===== src/rtl/vid_pkg.sv =====
// Shared constants and fetch-state encoding for the video read sequencer.
package vid_pkg;

  localparam int VID_ADDR_W     = 22;
  localparam int VID_DATA_W     = 16;
  localparam int VID_FIFO_DEPTH = 4;

  typedef enum logic [1:0] {
    IDLE = 2'd0,
    REQ  = 2'd1,
    GAP  = 2'd2
  } fetch_state_t;

endpackage


===== src/rtl/vid_fifo.sv =====
// Small synchronous FIFO toward the shifter: flush, push, pop, occupancy count,
// and a registered head word that updates one edge after a pop.
module vid_fifo #(
  parameter int DEPTH  = 4,
  parameter int DATA_W = 16,
  localparam int PW    = $clog2(DEPTH),
  localparam int CW    = PW + 1
) (
  input  logic              clk32,
  input  logic              por,
  input  logic              flush,
  input  logic              push,
  input  logic [DATA_W-1:0] wdata,
  input  logic              pop,
  output logic [DATA_W-1:0] head,
  output logic [CW-1:0]     count
);

  logic [DATA_W-1:0] mem [DEPTH];
  logic [PW-1:0]     wr_ptr;
  logic [PW-1:0]     rd_ptr;
  logic              do_push;
  logic              do_pop;

  // A pop on an empty FIFO is a no-op here; the caller flags the underrun.
  assign do_push = push && !flush;
  assign do_pop  = pop && !flush && (count != '0);

  always_ff @(posedge clk32) begin
    if (do_push) begin
      mem[wr_ptr] <= wdata;
    end
  end

  always_ff @(posedge clk32 or posedge por) begin
    if (por) begin
      wr_ptr <= '0;
      rd_ptr <= '0;
      count  <= '0;
      head   <= '0;
    end else if (flush) begin
      wr_ptr <= '0;
      rd_ptr <= '0;
      count  <= '0;
    end else begin
      if (do_push) begin
        wr_ptr <= wr_ptr + PW'(1);
      end
      if (do_pop) begin
        rd_ptr <= rd_ptr + PW'(1);
        head   <= mem[rd_ptr];
      end
      case ({do_push, do_pop})
        2'b10:   count <= count + CW'(1);
        2'b01:   count <= count - CW'(1);
        default: count <= count;
      endcase
    end
  end

endmodule


===== src/rtl/vid_fetch.sv =====
// Video DMA read sequencer: latches the video address, issues one word read at a
// time to the arbiter, pulses vinc per completed read and buffers data for the shifter.
module vid_fetch
  import vid_pkg::*;
#(
  parameter int FIFO_DEPTH = VID_FIFO_DEPTH,
  parameter int ADDR_W     = VID_ADDR_W,
  parameter int DATA_W     = VID_DATA_W
) (
  input  logic              clk32,
  input  logic              por,
  input  logic              de,
  input  logic              vsync_start,
  input  logic [ADDR_W-1:0] vid,
  output logic              vinc,
  output logic              mreq,
  output logic [ADDR_W-2:0] maddr,
  input  logic              mack,
  input  logic [DATA_W-1:0] mdata,
  input  logic              load,
  output logic [DATA_W-1:0] sdata,
  output logic              svalid,
  output logic              underrun
);

  localparam int CW = $clog2(FIFO_DEPTH) + 1;

  fetch_state_t  state;
  logic [CW-1:0] count;
  logic          push;
  logic          pop;
  logic          unused_vid_lsb;

  assign unused_vid_lsb = vid[0];

  // Frame start overrides both the returning word and any shifter pop.
  assign push   = (state == REQ) && mreq && mack && !vsync_start;
  assign pop    = load && !vsync_start;
  assign svalid = (count != '0);

  vid_fifo #(
    .DEPTH  (FIFO_DEPTH),
    .DATA_W (DATA_W)
  ) u_fifo (
    .clk32 (clk32),
    .por   (por),
    .flush (vsync_start),
    .push  (push),
    .wdata (mdata),
    .pop   (pop),
    .head  (sdata),
    .count (count)
  );

  // GAP gives the counter one cycle to absorb vinc before the next address latch.
  always_ff @(posedge clk32 or posedge por) begin
    if (por) begin
      state    <= IDLE;
      mreq     <= 1'b0;
      maddr    <= '0;
      vinc     <= 1'b0;
      underrun <= 1'b0;
    end else if (vsync_start) begin
      state    <= IDLE;
      mreq     <= 1'b0;
      vinc     <= 1'b0;
      underrun <= 1'b0;
    end else begin
      vinc <= 1'b0;
      if (load && (count == '0)) begin
        underrun <= 1'b1;
      end
      case (state)
        IDLE: begin
          if (de && (count < CW'(FIFO_DEPTH))) begin
            maddr <= vid[ADDR_W-1:1];
            mreq  <= 1'b1;
            state <= REQ;
          end
        end
        REQ: begin
          if (mack) begin
            mreq  <= 1'b0;
            vinc  <= 1'b1;
            state <= GAP;
          end
        end
        GAP: begin
          state <= IDLE;
        end
        default: begin
          mreq  <= 1'b0;
          state <= IDLE;
        end
      endcase
    end
  end

endmodule


===== config.mk =====
export PLATFORM = sky130hd
export DESIGN_NAME = vid_fetch
export DESIGN_NICKNAME = d
export VERILOG_FILES = /design/src/rtl/vid_pkg.sv /design/src/rtl/vid_fifo.sv /design/src/rtl/vid_fetch.sv
export SDC_FILE = /design/constraint.sdc
export NUM_CORES = 1
export LEC_CHECK = 0
export ABC_AREA = 0
export CAP_MARGIN = 20
export CORE_UTILIZATION = 46
export CTS_CLUSTER_DIAMETER = 50
export CTS_CLUSTER_SIZE = 30
export DETAILED_ROUTE_END_ITERATION = 12
export GPL_ROUTABILITY_DRIVEN = 0
export PLACE_DENSITY = 0.82
export SYNTH_ARGS = -nofsm -noshare
export SYNTH_HDL_FRONTEND = slang
export SYNTH_HIERARCHICAL = 1
export SYNTH_SLANG_ARGS = --single-unit

===== constraint.sdc =====
create_clock -name clk32 -period 2.9 [get_ports clk32]
set_input_delay 0.435 -clock clk32 [delete_from_list [all_inputs] [get_ports clk32]]
set_output_delay 0.435 -clock clk32 [all_outputs]
set_load 0.03 [all_outputs]

[Word level (Yosys, flattened, before mapping)]
Memory sizes are Yosys's and may differ from the RTL's. A register that Yosys moved wholly into a read port is not among the register bits.
Index checks and enable logic that the tools add are counted.
Operators by class
  add/subtract/negate cells: 4
  $mul: 0
  divide/modulo/power cells: 0
  $lt $le $gt $ge: 1
  eq/ne operators: 7
  shift operators: 0
  muxes and demuxes: 21
  bitwise logic cells: 1
  reduce and logical (&&, ||, !) cells: 21
Operators with widths (number)
  2-bit two-way mux: 7
  1-bit two-way mux: 10
  1-bit logical AND: 9
  3-bit inequality test, second input constant: 2
  3-bit case mux with 2 select lines: 1
  3-bit AND reduction: 2
  2-bit nonzero test: 3
  3-bit nonzero test: 2
  2-bit by 1-bit adder with 2-bit output, second input constant: 2
  2-bit by 1-bit == test with 1-bit output, second input constant: 2
  2-bit == test, second input constant: 2
  2-bit case mux with 2 select lines: 1
  2-bit AND reduction: 2
  3-bit by 1-bit adder with 3-bit output, second input constant: 1
  3-bit zero test: 1
  3-bit < comparator, second input constant: 1
  3-bit two-way mux: 1
  1-bit case mux with 3 select lines: 1
  3-bit by 1-bit subtractor with 3-bit output, second input constant: 1
  2-bit zero test: 1
  2-bit inequality test, second input constant: 1
  1-bit zero test: 1
  1-bit inverter: 1
Word-level totals
  register bits after elaboration: 33
  latch bits: 0
  RAM bits: 64
  memory bits (read-only): 0
  input port bits: 44
  output and inout port bits: 41
  word-level logic and storage cells: 64
  memories kept: 1
Memory list
  u_fifo.mem: words 4, bits a word 16, read ports 1, clocked after memory_dff 1, write ports 1, line vid_fifo.sv:19  | logic [DATA_W-1:0] mem [DEPTH];

[Depth between registers and ports, before layout]
Gate-level depths: netlist of the first run.
  depth in word-level cells: 8
  mapped depth: 10
  gate-level depth less buffers: 9

[Hierarchy]
Netlist of the first run, hierarchy kept.
By module, submodules not included
  vid_fifo: instances 1, cells each 177, area each 3473.3 sq um, sequential area each 2497.4 sq um
  vid_fetch: instances 1, cells each 68, area each 1093.5 sq um, sequential area each 650.6 sq um

[Least setup slack after synthesis of the first run]
OpenSTA, ideal clock, no wires.
  kind: input -> register
  from: input load
  to: register u_fifo.count[1]
  library setup time: 134 ps
  arrival time: 2244 ps
  data required time: 2766 ps
  path slack: 522 ps
  cell stages on the path: 10
  path buffers: 2
  cell sequence: nor2b_1 > buf_2 > nor3b_4 > buf_6 > nor2b_1 > fa_1 > o21bai_1 > o21ai_0 > a2bb2oi_1 > nor2_1
Between the ends
  word-level cells in the longest chain between the ends: 6
  elaborated cells on any way between the ends: 8
  classes of those cells: 2 x eq/ne; 2 x mux; 4 x reduce/logical
Ends and longest elaborated chain
  start, declared: line vid_fetch.sv:20  | input logic load,
  1-bit logical AND (*): line vid_fetch.sv:38  | assign pop = load && !vsync_start;
  1-bit logical AND (*) (2 in a row): line vid_fifo.sv:27  | assign do_pop = pop && !flush && (count != '0);
  2-bit by 1-bit == test with 1-bit output / 2-bit == test (equally long branches): line vid_fifo.sv:53  | case ({do_push, do_pop})
  3-bit case mux with 2 select lines: line vid_fifo.sv:53
  3-bit two-way mux: line vid_fifo.sv:41  | end else if (flush) begin
  end signal, assigned: line vid_fifo.sv:54  | 2'b10: count <= count + CW'(1);
  end signal, assigned: line vid_fifo.sv:55  | 2'b01: count <= count - CW'(1);
  end signal, assigned: line vid_fifo.sv:56  | default: count <= count;
  end, declared: line vid_fifo.sv:16  | output logic [CW-1:0] count
Every way passes the cells marked *; elsewhere a longest branch is shown, timed or not.
A chain may end at the register's enable or synchronous reset.

[Worst setup path after layout of the first run]
  from: register u_fifo.count[0]
  to: output svalid
Between the ends
  word-level cells in the longest chain between the ends: 1
Ends and longest elaborated chain
  3-bit nonzero test: line vid_fetch.sv:39  | assign svalid = (count != '0);
  end, declared: line vid_fetch.sv:22  | output logic svalid,
No other way between the ends.

==> out/qor.csv, run 1 <==
metric,value,unit
initial antenna violation count,0,
clock share of power,42.3,%
Worst setup startpoint,u_fifo/count[0],
worst skew pair latency,0.50,ns
Critical Path End,svalid,
CTS Buf Count,17,
WP data arrival,1.94,ns
CP max FO,6,
GRT Residual Overflow,0,
Core Area,9680,sq um
clock root buffer,clkbuf_8,
Reg power frac,40.3,%
count of clock tree sinks,113,
Die Y,102,um
ant diodes,0,
Worst setup EP type,output port,
measured slew at the worst slew-check pin,0.725,ns
status,finished clean,
Crit path depth,3,
Final Setup Violations,0,
WP data required,2.47,ns
Setup TNS,0,ns
IO Port Bufs,83,
syn nets,294,
dpl ws,0.264,ns
cell area power density,767,nW/um^2
RR Endpoint,u_fifo/count[1],
Post-synth EDFFs,64,
Min-Delay Path Class,in2async,
Routed Antenna Nets,0,
relative slew slack,51.7,%
num ports,85,
Final Max Tran Viols,0,
Crit Path Class,reg2out,
via/cell ratio,5.04,
CTS tree,built,
Synth top area share,42.1,%
flop2flop setup slack,0.74,ns
Comb power frac,17.4,%
largest cells by area after synthesis,"edfxtp_1, dfrtp_1, mux2_4",
cts repair resizes,0,
top_reg_cell synth,edfxtp_1,
NetSw,1.19,mW
"Cell Area, Placed",5600,sq um
residual DRC count,0,
Post-Syn Area per Cell,18.6,sq um
Pre-antenna DRT Iters,4,
max incr delay on CP,0.60,ns
LEAKAGE,2.43,nW
post-DP HPWL,5.57,mm
largest net degree at the start of global routing,27,
Netlist Area Pre-Place,4570,sq um
DR WL/cell,17.2,um
vias in the first global route,2696,
initial core utilization,47.2,%
Worst Skew,0.00457,ns
R2R depth,8,
Finished Cell Area,6180,sq um
max-cap violations,0,
vias post-DR,2512,
"count leader, synth",edfxtp_1,
Worst path top cell family by delay,buffers and inverters,
cts hold-fix bufs,0,
area of the die,10300,sq um
Post-synth top cells,"edfxtp_1, dfrtp_1, mux2_4",
"Worst Setup Slack, final",0.521,ns
row count,36,
Bufs and invs on worst path,2,
YS warnings,6,
internal power,3.55,mW
share of cells above drive strength 1,26.0,%
maximum clock insertion buffer count,2,
CP max stage cell,clkdlybuf4s50_1,
area grow syn2layout,35.3,%
drt total wl,8.55,mm
r2r startpoint,u_fifo/count[2],
DR iter-0 viols,132,
crit start category,register,
Max VDD drop,0.366,mV
sw frac,25.1,%
post-layout util,63.8,%
Post-Syn Instances,245,
"area leader, netlist",edfxtp_1,
first-pass GRT wire length,13.4,mm
Post-CTS Setup Repair Bufs,0,
f_max,0.420,GHz
Worst-path clk slew,0.05,ns
fin crit share,82.0,%
sequential element share of the synthesized area,68.9,%
CP Cell Sequence,"nor3_1, inv_1, clkdlybuf4s50_1",
CTS H-tree depth,4,
fin crit period,2.38,ns
Yosys reg bits,113,
RSZ-0062 raised after global routing,no,
Global Route Usage Sum,18.3,%
final hold vios,0,
"Async S/R FF share, synth",43.4,%
Netlist cell types,37,
Die W,102,um
layout net count,401,
state kept, by name, indices dropped and copies added (netlist names):
name,cells
maddr,21
mreq,1
state,2
u_fifo/count,3
u_fifo/head,16
u_fifo/mem,64
u_fifo/rd_ptr,2
u_fifo/wr_ptr,2
underrun,1
vinc,1
layer usage:
layer | global-route usage (%) | wire length [um] | up-vias
met5 | 0 | 0 | -
met4 | 9.70 | 98 | 0
met2 | 30.6 | 4710 | 50
met1 | 21.4 | 3520 | 1311
li1 | - | - | 1142
met3 | 5.24 | 220 | 9
power groups by stage:
stage	combinational [mW]	clock (mW)	sequential, mW
after floorplan	0.210	0	2.18
after global placement	0.811	0	1.93
after detailed placement	0.830	0	1.94
after CTS	0.833	2.05	1.91
after global routing	0.863	2.13	1.93
final	0.824	2.01	1.91
per-stage QoR:
step	total power [mW]	hold slack [ns]	instances
after floorplan	2.39	0.433	245
after global placement	2.74	0.466	466
after detailed placement	2.77	0.472	466
after CTS	4.79	0.317	498
after global routing	4.91	0.340	498
final	4.74	0.332	498
worst min-delay path by stage:
| stage | start | end | slack, ns | depth (start not counted) |
|---|---|---|---|---|
| floorplan | state[1] | state[0] | 0.43 | 1 |
| global placement | state[1] | state[0] | 0.47 | 1 |
| detailed placement | state[1] | state[0] | 0.47 | 1 |
| CTS | por | u_fifo/count[2] | 0.32 | 3 |
| global route | por | u_fifo/head[6] | 0.34 | 3 |
| finish | por | u_fifo/count[2] | 0.33 | 3 |
placed cells by master, fill, tap and decap left out, types with 2 or more instances in the layout:
cell / n
bufinv_16: 3
nor3b_1: 2
and2_1: 5
inv_1: 6
clkinv_2: 2
clkinv_1: 2
a21oi_1: 3
clkdlybuf4s50_1: 83
and3_2: 2
mux2_2: 17
mux2_4: 20
xor2_1: 2
edfxtp_1: 64
nand2b_1: 5
clkbuf_16: 16
nand2_1: 2
nor2_1: 14
nor2b_1: 3
buf_4: 15
o21ai_0: 3
nor3_1: 2
clkinvlp_4: 3
dfrtp_1: 49
clkinv_4: 3
xnor2_1: 3
mux4_2: 8
mux4_1: 8
ha_1: 4
worst reg2reg max path: cells and delay by family, from the launching register on:
| kind | cells | cell delay, ns |
|---|---|---|
| AOI/OAI and AO/OA | 3 | 0.44 |
| adders and majority gates | 1 | 0.45 |
| DFF | 1 | 0.49 |
| and+or+nand+nor | 4 | 0.67 |
cells by family (layout without fill, tap and decap cells):
logic type | count (synthesis) | in the layout | share of synthesized area, %
muxes | 54 | 54 | 19.5
AOI/OAI and AO/OA | 11 | 11 | 1.53
buffers and inverters | 16 | 136 | 2.22
DFF | 113 | 113 | 68.9
adders and majority gates | 5 | 5 | 1.53
xor gates and xnor gates | 5 | 5 | 0.959
and+or+nand+nor | 41 | 41 | 5.29
final cells by class:
cell class                      count  area, sq um
Timing Repair Buffer               98          943
Inverter                            6         22.5
Clock inverter                     14          165
Tap cell                          133          166
Clock buffer                       18          418
Fill cell                         670         3500
Multi-Input combinational cell    116         1320
Sequential cell                   113         3150
No activity file was read; power rests on OpenSTA's default activity.
==> run 2: changes to the inputs <==
==> constraint.sdc (replaced) <==
create_clock -name clk32 -period 2.2 [get_ports clk32]
set_input_delay 0.33 -clock clk32 [delete_from_list [all_inputs] [get_ports clk32]]
set_output_delay 0.33 -clock clk32 [all_outputs]
set_load 0.03 [all_outputs]
==> out/qor.csv, run 2 (synthesis results as in run 1) <==
metric,value,unit,change
status,finished clean,,unchanged
post-DP HPWL,5.47,mm,was 5.57 mm
Finished Cell Area,6260,sq um,was 6180 sq um
WP data arrival,1.75,ns,was 1.94 ns
Die Y,102,um,unchanged
first-pass GRT wire length,13.7,mm,was 13.4 mm
largest net degree at the start of global routing,24,,was 27
max reg flops,64,,unchanged
Post-CTS Setup Repair Bufs,0,,unchanged
count of clock tree sinks,113,,unchanged
Worst path top cell family by delay,buffers and inverters,,unchanged
DR iter-0 viols,89,,was 132
vias in the first global route,2664,,was 2696
area grow syn2layout,37.0,%,was 35.3%
R2R depth,7,,was 8
hold_ws,0.0831,ns,was 0.332 ns
maximum clock insertion buffer count,2,,unchanged
Pre-antenna DRT Iters,4,,unchanged
residual DRC count,0,,unchanged
Min-Delay Path Class,in2async,,unchanged
Final Max Tran Viols,0,,unchanged
share of cells above drive strength 1,27.2,%,was 26.0%
Fillers,636,,was 670
most used routing layer,met2,,unchanged
LEAKAGE,2.46,nW,was 2.43 nW
"Worst Setup Slack, final",0.122,ns,was 0.521 ns
registers with the most flip-flops,"u_fifo/mem (64), maddr (21), u_fifo/head (16)",,unchanged
CTS Buf Count,17,,unchanged
CP max stage cell,dfrtp_1,,was clkdlybuf4s50_1
num ports,85,,unchanged
Final Setup Violations,0,,unchanged
dpl ws,-0.237,ns,was 0.264 ns
Largest Register,u_fifo/mem,,unchanged
measured slew at the worst slew-check pin,0.456,ns,was 0.725 ns
Total Power,6.22,mW,was 4.74 mW
"most common cell after layout, fill and taps aside",clkdlybuf4s50_1,,unchanged
fin crit period,2.08,ns,
clock root buffer,clkbuf_8,,unchanged
layout net count,404,,was 401
RR Endpoint,u_fifo/mem[3][10],,was u_fifo/count[1]
ant diodes,0,,unchanged
WP data required,1.87,ns,was 2.47 ns
fin crit share,94.5,%,
max incr delay on CP,0.38,ns,was 0.60 ns
M3 GR Usage,4.76,%,was 5.24%
Worst setup EP type,output port,,unchanged
cell area power density,995,nW/um^2,was 767 nW/um^2
row count,36,,unchanged
Worst-path clk slew,0.06,ns,was 0.05 ns
Crit Path Class,reg2out,,unchanged
CP Cell Sequence,"buf_4, nor3_1, inv_1, dlygate4sd2_1",,"was nor3_1, inv_1, clkdlybuf4s50_1"
Worst Skew,0.00793,ns,was 0.00457 ns
final hold vios,0,,unchanged
Bufs and invs on worst path,3,,was 2
GRT Residual Overflow,0,,unchanged
Max VDD drop,0.628,mV,was 0.366 mV
relative slew slack,69.6,%,was 51.7%
post-layout util,64.6,%,was 63.8%
drt total wl,8.85,mm,was 8.55 mm
CP max FO,5,,was 6
flop2flop setup slack,0.16,ns,was 0.74 ns
max-cap violations,0,,unchanged
r2r startpoint,state[1],,was u_fifo/count[2]
"Cell Area, Placed",5690,sq um,was 5600 sq um
RSZ-0062 raised after global routing,no,,unchanged
vias post-DR,2509,,was 2512
met2 usage,30.2,%,was 30.6%
Global Route Usage Sum,18.5,%,was 18.3%
met1 usage,23.1,%,was 21.4%
DR WL/cell,17.7,um,was 17.2 um
Routed Antenna Nets,0,,unchanged
area of the die,10300,sq um,unchanged
initial core utilization,47.2,%,unchanged
most frequent cells in the layout,"clkdlybuf4s50_1, edfxtp_1, dfrtp_1, mux2_4, mux2_2",,unchanged
IO Port Bufs,83,,unchanged
Die W,102,um,unchanged
crit start category,register,,unchanged
Core Area,9680,sq um,unchanged
CTS tree,built,,unchanged
initial antenna violation count,0,,unchanged
f_max,0.481,GHz,
worst skew pair latency,0.50,ns,about the same
via/cell ratio,5.01,,was 5.04
CTS H-tree depth,4,,unchanged
==> run 2: cell types whose count changed in the layout (fill, tap and decap cells not counted), sizes merged <==
cell	change
clkinvlp	+1
clkdlybuf4s50	-1
dlygate4sd2	+1
bufinv	-1
inv	+4
clkinv	-4
buf	+3
==> run 2: how the worst max path moves through the flow <==
| stage | from | end | cells past startpoint |
|---|---|---|---|
| 2_1_floorplan | load | u_fifo/count[1] | 10 |
| 3_3_place_gp | vsync_start | u_fifo/count[1] | 10 |
| 3_5_place_dp | vsync_start | u_fifo/count[1] | 10 |
| 4_1_cts | u_fifo/count[0] | svalid | 4 |
| 5_1_grt | u_fifo/count[0] | svalid | 4 |
| 6_report | u_fifo/count[0] | svalid | 4 |
==> run 2: area by class of cell <==
type	count	area (sq um)	share of cell area, %
Tap cell	133	166	2.66
Timing Repair Buffer	101	1030	16.4
Inverter	6	22.5	0.360
Multi-Input combinational cell	116	1320	21.1
Sequential cell	113	3150	50.3
Clock inverter	14	155	2.48
Clock buffer	18	418	6.68
==> run 2: power breakdown <==
part	internal, mW	switching, mW	total [mW]
combinational	0.550	0.546	1.10
sequential	2.41	0.0964	2.51
clock	1.62	0.993	2.62
total	4.59	1.64	6.22
==> run 2: per-layer routing <==
metal | part of all wire (%) | up-vias
li1 | - | 1149
met1 | 42 | 1286
met2 | 53 | 61
met3 | 3.2 | 13
met4 | 2.0 | 0
met5 | 0 | -
==> run 2: timing repair <==
action	4_1_cts	5_1_grt
gates resized for setup	1	0
hold endpoints to repair	0	0
hold buffers	0	0
setup endpoints to repair	1	0
==> run 2: through the flow <==
| stage | TNS, ns | instances |
|---|---|---|
| detailed placement | -11.47 | 469 |
| finish | 0 | 501 |
| global route | 0 | 501 |
| global placement | -7.75 | 469 |
| floorplan | -0.0297 | 245 |
| CTS | 0 | 501 |
==> run 3: changes to the inputs <==
--- a/config.mk
+++ b/config.mk
@@ -12,6 +12,7 @@
 export CTS_CLUSTER_SIZE = 30
 export DETAILED_ROUTE_END_ITERATION = 12
 export GPL_ROUTABILITY_DRIVEN = 0
+export MAX_ROUTING_LAYER = met4
 export PLACE_DENSITY = 0.82
 export SYNTH_ARGS = -nofsm -noshare
 export SYNTH_HDL_FRONTEND = slang
==> out/qor.csv, run 3 (synthesis results as in run 1) <==
metric,value,unit,change
area of the die,10300,sq um,unchanged
Fillers,636,,unchanged
fin crit share,94.4,%,was 94.5%
"most common cell after layout, fill and taps aside",clkdlybuf4s50_1,,unchanged
Die Y,102,um,unchanged
Max VDD drop,0.628,mV,about the same
initial antenna violation count,0,,unchanged
GRT Residual Overflow,0,,unchanged
Global Route Usage Sum,19.2,%,was 18.5%
CTS Buf Count,17,,unchanged
fin crit period,2.08,ns,about the same
maximum clock insertion buffer count,2,,unchanged
Core Area,9680,sq um,unchanged
WP data arrival,1.75,ns,about the same
cell area power density,994,nW/um^2,was 995 nW/um^2
DR iter-0 viols,118,,was 89
Min-Delay Path Class,in2async,,unchanged
WP data required,1.87,ns,about the same
initial core utilization,47.2,%,unchanged
CTS H-tree depth,4,,unchanged
count of clock tree sinks,113,,unchanged
max reg flops,64,,unchanged
num ports,85,,unchanged
CP max FO,5,,unchanged
crit start category,register,,unchanged
post-DP HPWL,5.47,mm,unchanged
drt total wl,8.83,mm,was 8.85 mm
IO Port Bufs,83,,unchanged
measured slew at the worst slew-check pin,0.456,ns,about the same
Final Max Tran Viols,0,,unchanged
via/cell ratio,4.97,,was 5.01
worst skew pair latency,0.50,ns,about the same
LEAKAGE,2.46,nW,unchanged
relative slew slack,69.6,%,about the same
CTS tree,built,,unchanged
Multi-input gate area,1320,sq um,unchanged
DR WL/cell,17.6,um,was 17.7 um
clock root buffer,clkbuf_8,,unchanged
"Cell Area, Placed",5690,sq um,unchanged
cts repair resizes,1,,unchanged
Routed Antenna Nets,0,,unchanged
Crit Path Class,reg2out,,unchanged
area grow syn2layout,37.0,%,unchanged
hold_ws,0.0849,ns,was 0.0831 ns
fin cells,501,,unchanged
f_max,0.481,GHz,about the same
status,finished clean,,unchanged
most frequent cells in the layout,"clkdlybuf4s50_1, edfxtp_1, dfrtp_1, mux2_4, mux2_2",,unchanged
Post-Place Cells,469,,unchanged
vias in the first global route,2651,,was 2664
residual DRC count,0,,unchanged
post-layout util,64.6,%,unchanged
Largest Register,u_fifo/mem,,unchanged
Worst-path clk slew,0.06,ns,about the same
Pre-antenna DRT Iters,4,,unchanged
Final Setup Violations,0,,unchanged
row count,36,,unchanged
first-pass GRT wire length,13.7,mm,about the same
share of cells above drive strength 1,27.2,%,unchanged
max-cap violations,0,,unchanged
Finished Cell Area,6260,sq um,unchanged
final hold vios,0,,unchanged
largest net degree at the start of global routing,24,,unchanged
register area,3150,sq um,unchanged
Post-CTS Setup Repair Bufs,0,,unchanged
vias post-DR,2491,,was 2509
Die W,102,um,unchanged
cts hold-fix bufs,0,,unchanged
registers with the most flip-flops,"u_fifo/mem (64), maddr (21), u_fifo/head (16)",,unchanged
Worst setup EP type,output port,,unchanged
RSZ-0062 raised after global routing,no,,unchanged
ant diodes,0,,unchanged
Worst Skew,0.00845,ns,was 0.00793 ns
layout net count,404,,unchanged
[run 3: cell counts in the layout (fill, tap and decap cells not counted)]
Identical to the previous run, type by type.
[run 3: final timing paths]
check / cells past startpoint / slack, ns / startpoint / endpoint
max: 4 / 0.12 / u_fifo/count[0] / svalid
min in group clk32: 2 / 0.44 / vid[21] / maddr[20]
min reg2reg: 1 / 0.48 / state[1] / state[0]
max in group asynchronous: 3 / 1.56 / por / maddr[0]
min: 2 / 0.08 / por / mreq
max reg2reg: 7 / 0.16 / state[1] / u_fifo/mem[3][10]
[run 3: layer usage]
metal  track usage (%)  up-vias  wire, um
li1                  -     1148         -
met1              23.3     1269      3780
met2              30.1       61      4640
met3              4.55       13       237
met4              9.25        0       176
met5                 -        -         0
[run 3: area by class of cell]
class,instances,share of cell area (%)
timing repair buffer,101,16.4
sequential,113,50.3
multi-input combinational,116,21.1
clock buffer,18,6.68
clock inverter,14,2.48
tap,133,2.66
inverter,6,0.360
[run 3: critical path, cell delays in order, from the launching register on]
cell           delay, ns
dfrtp_1             0.38
buf_4               0.16
nor3_1              0.27
inv_1               0.07
dlygate4sd2_1       0.36
[run 3: per-stage QoR]
stage                     setup WS (ns)  setup TNS (ns)  power (mW)
after floorplan                 -0.0297         -0.0297        3.15
after global placement           -0.204           -7.75        3.62
after detailed placement         -0.237          -11.47        3.65
after CTS                        0.0864               0        6.28
after global routing             0.0103               0        6.45
final                             0.123               0        6.22
[run 3: report_power, final]
group | switching [mW] | total (mW) | leakage (nW) | internal, mW
registers | 0.0963 | 2.51 | 1.20 | 2.41
clock network | 0.986 | 2.61 | 0.267 | 1.62
logic | 0.545 | 1.10 | 0.996 | 0.550
total | 1.63 | 6.22 | 2.46 | 4.59
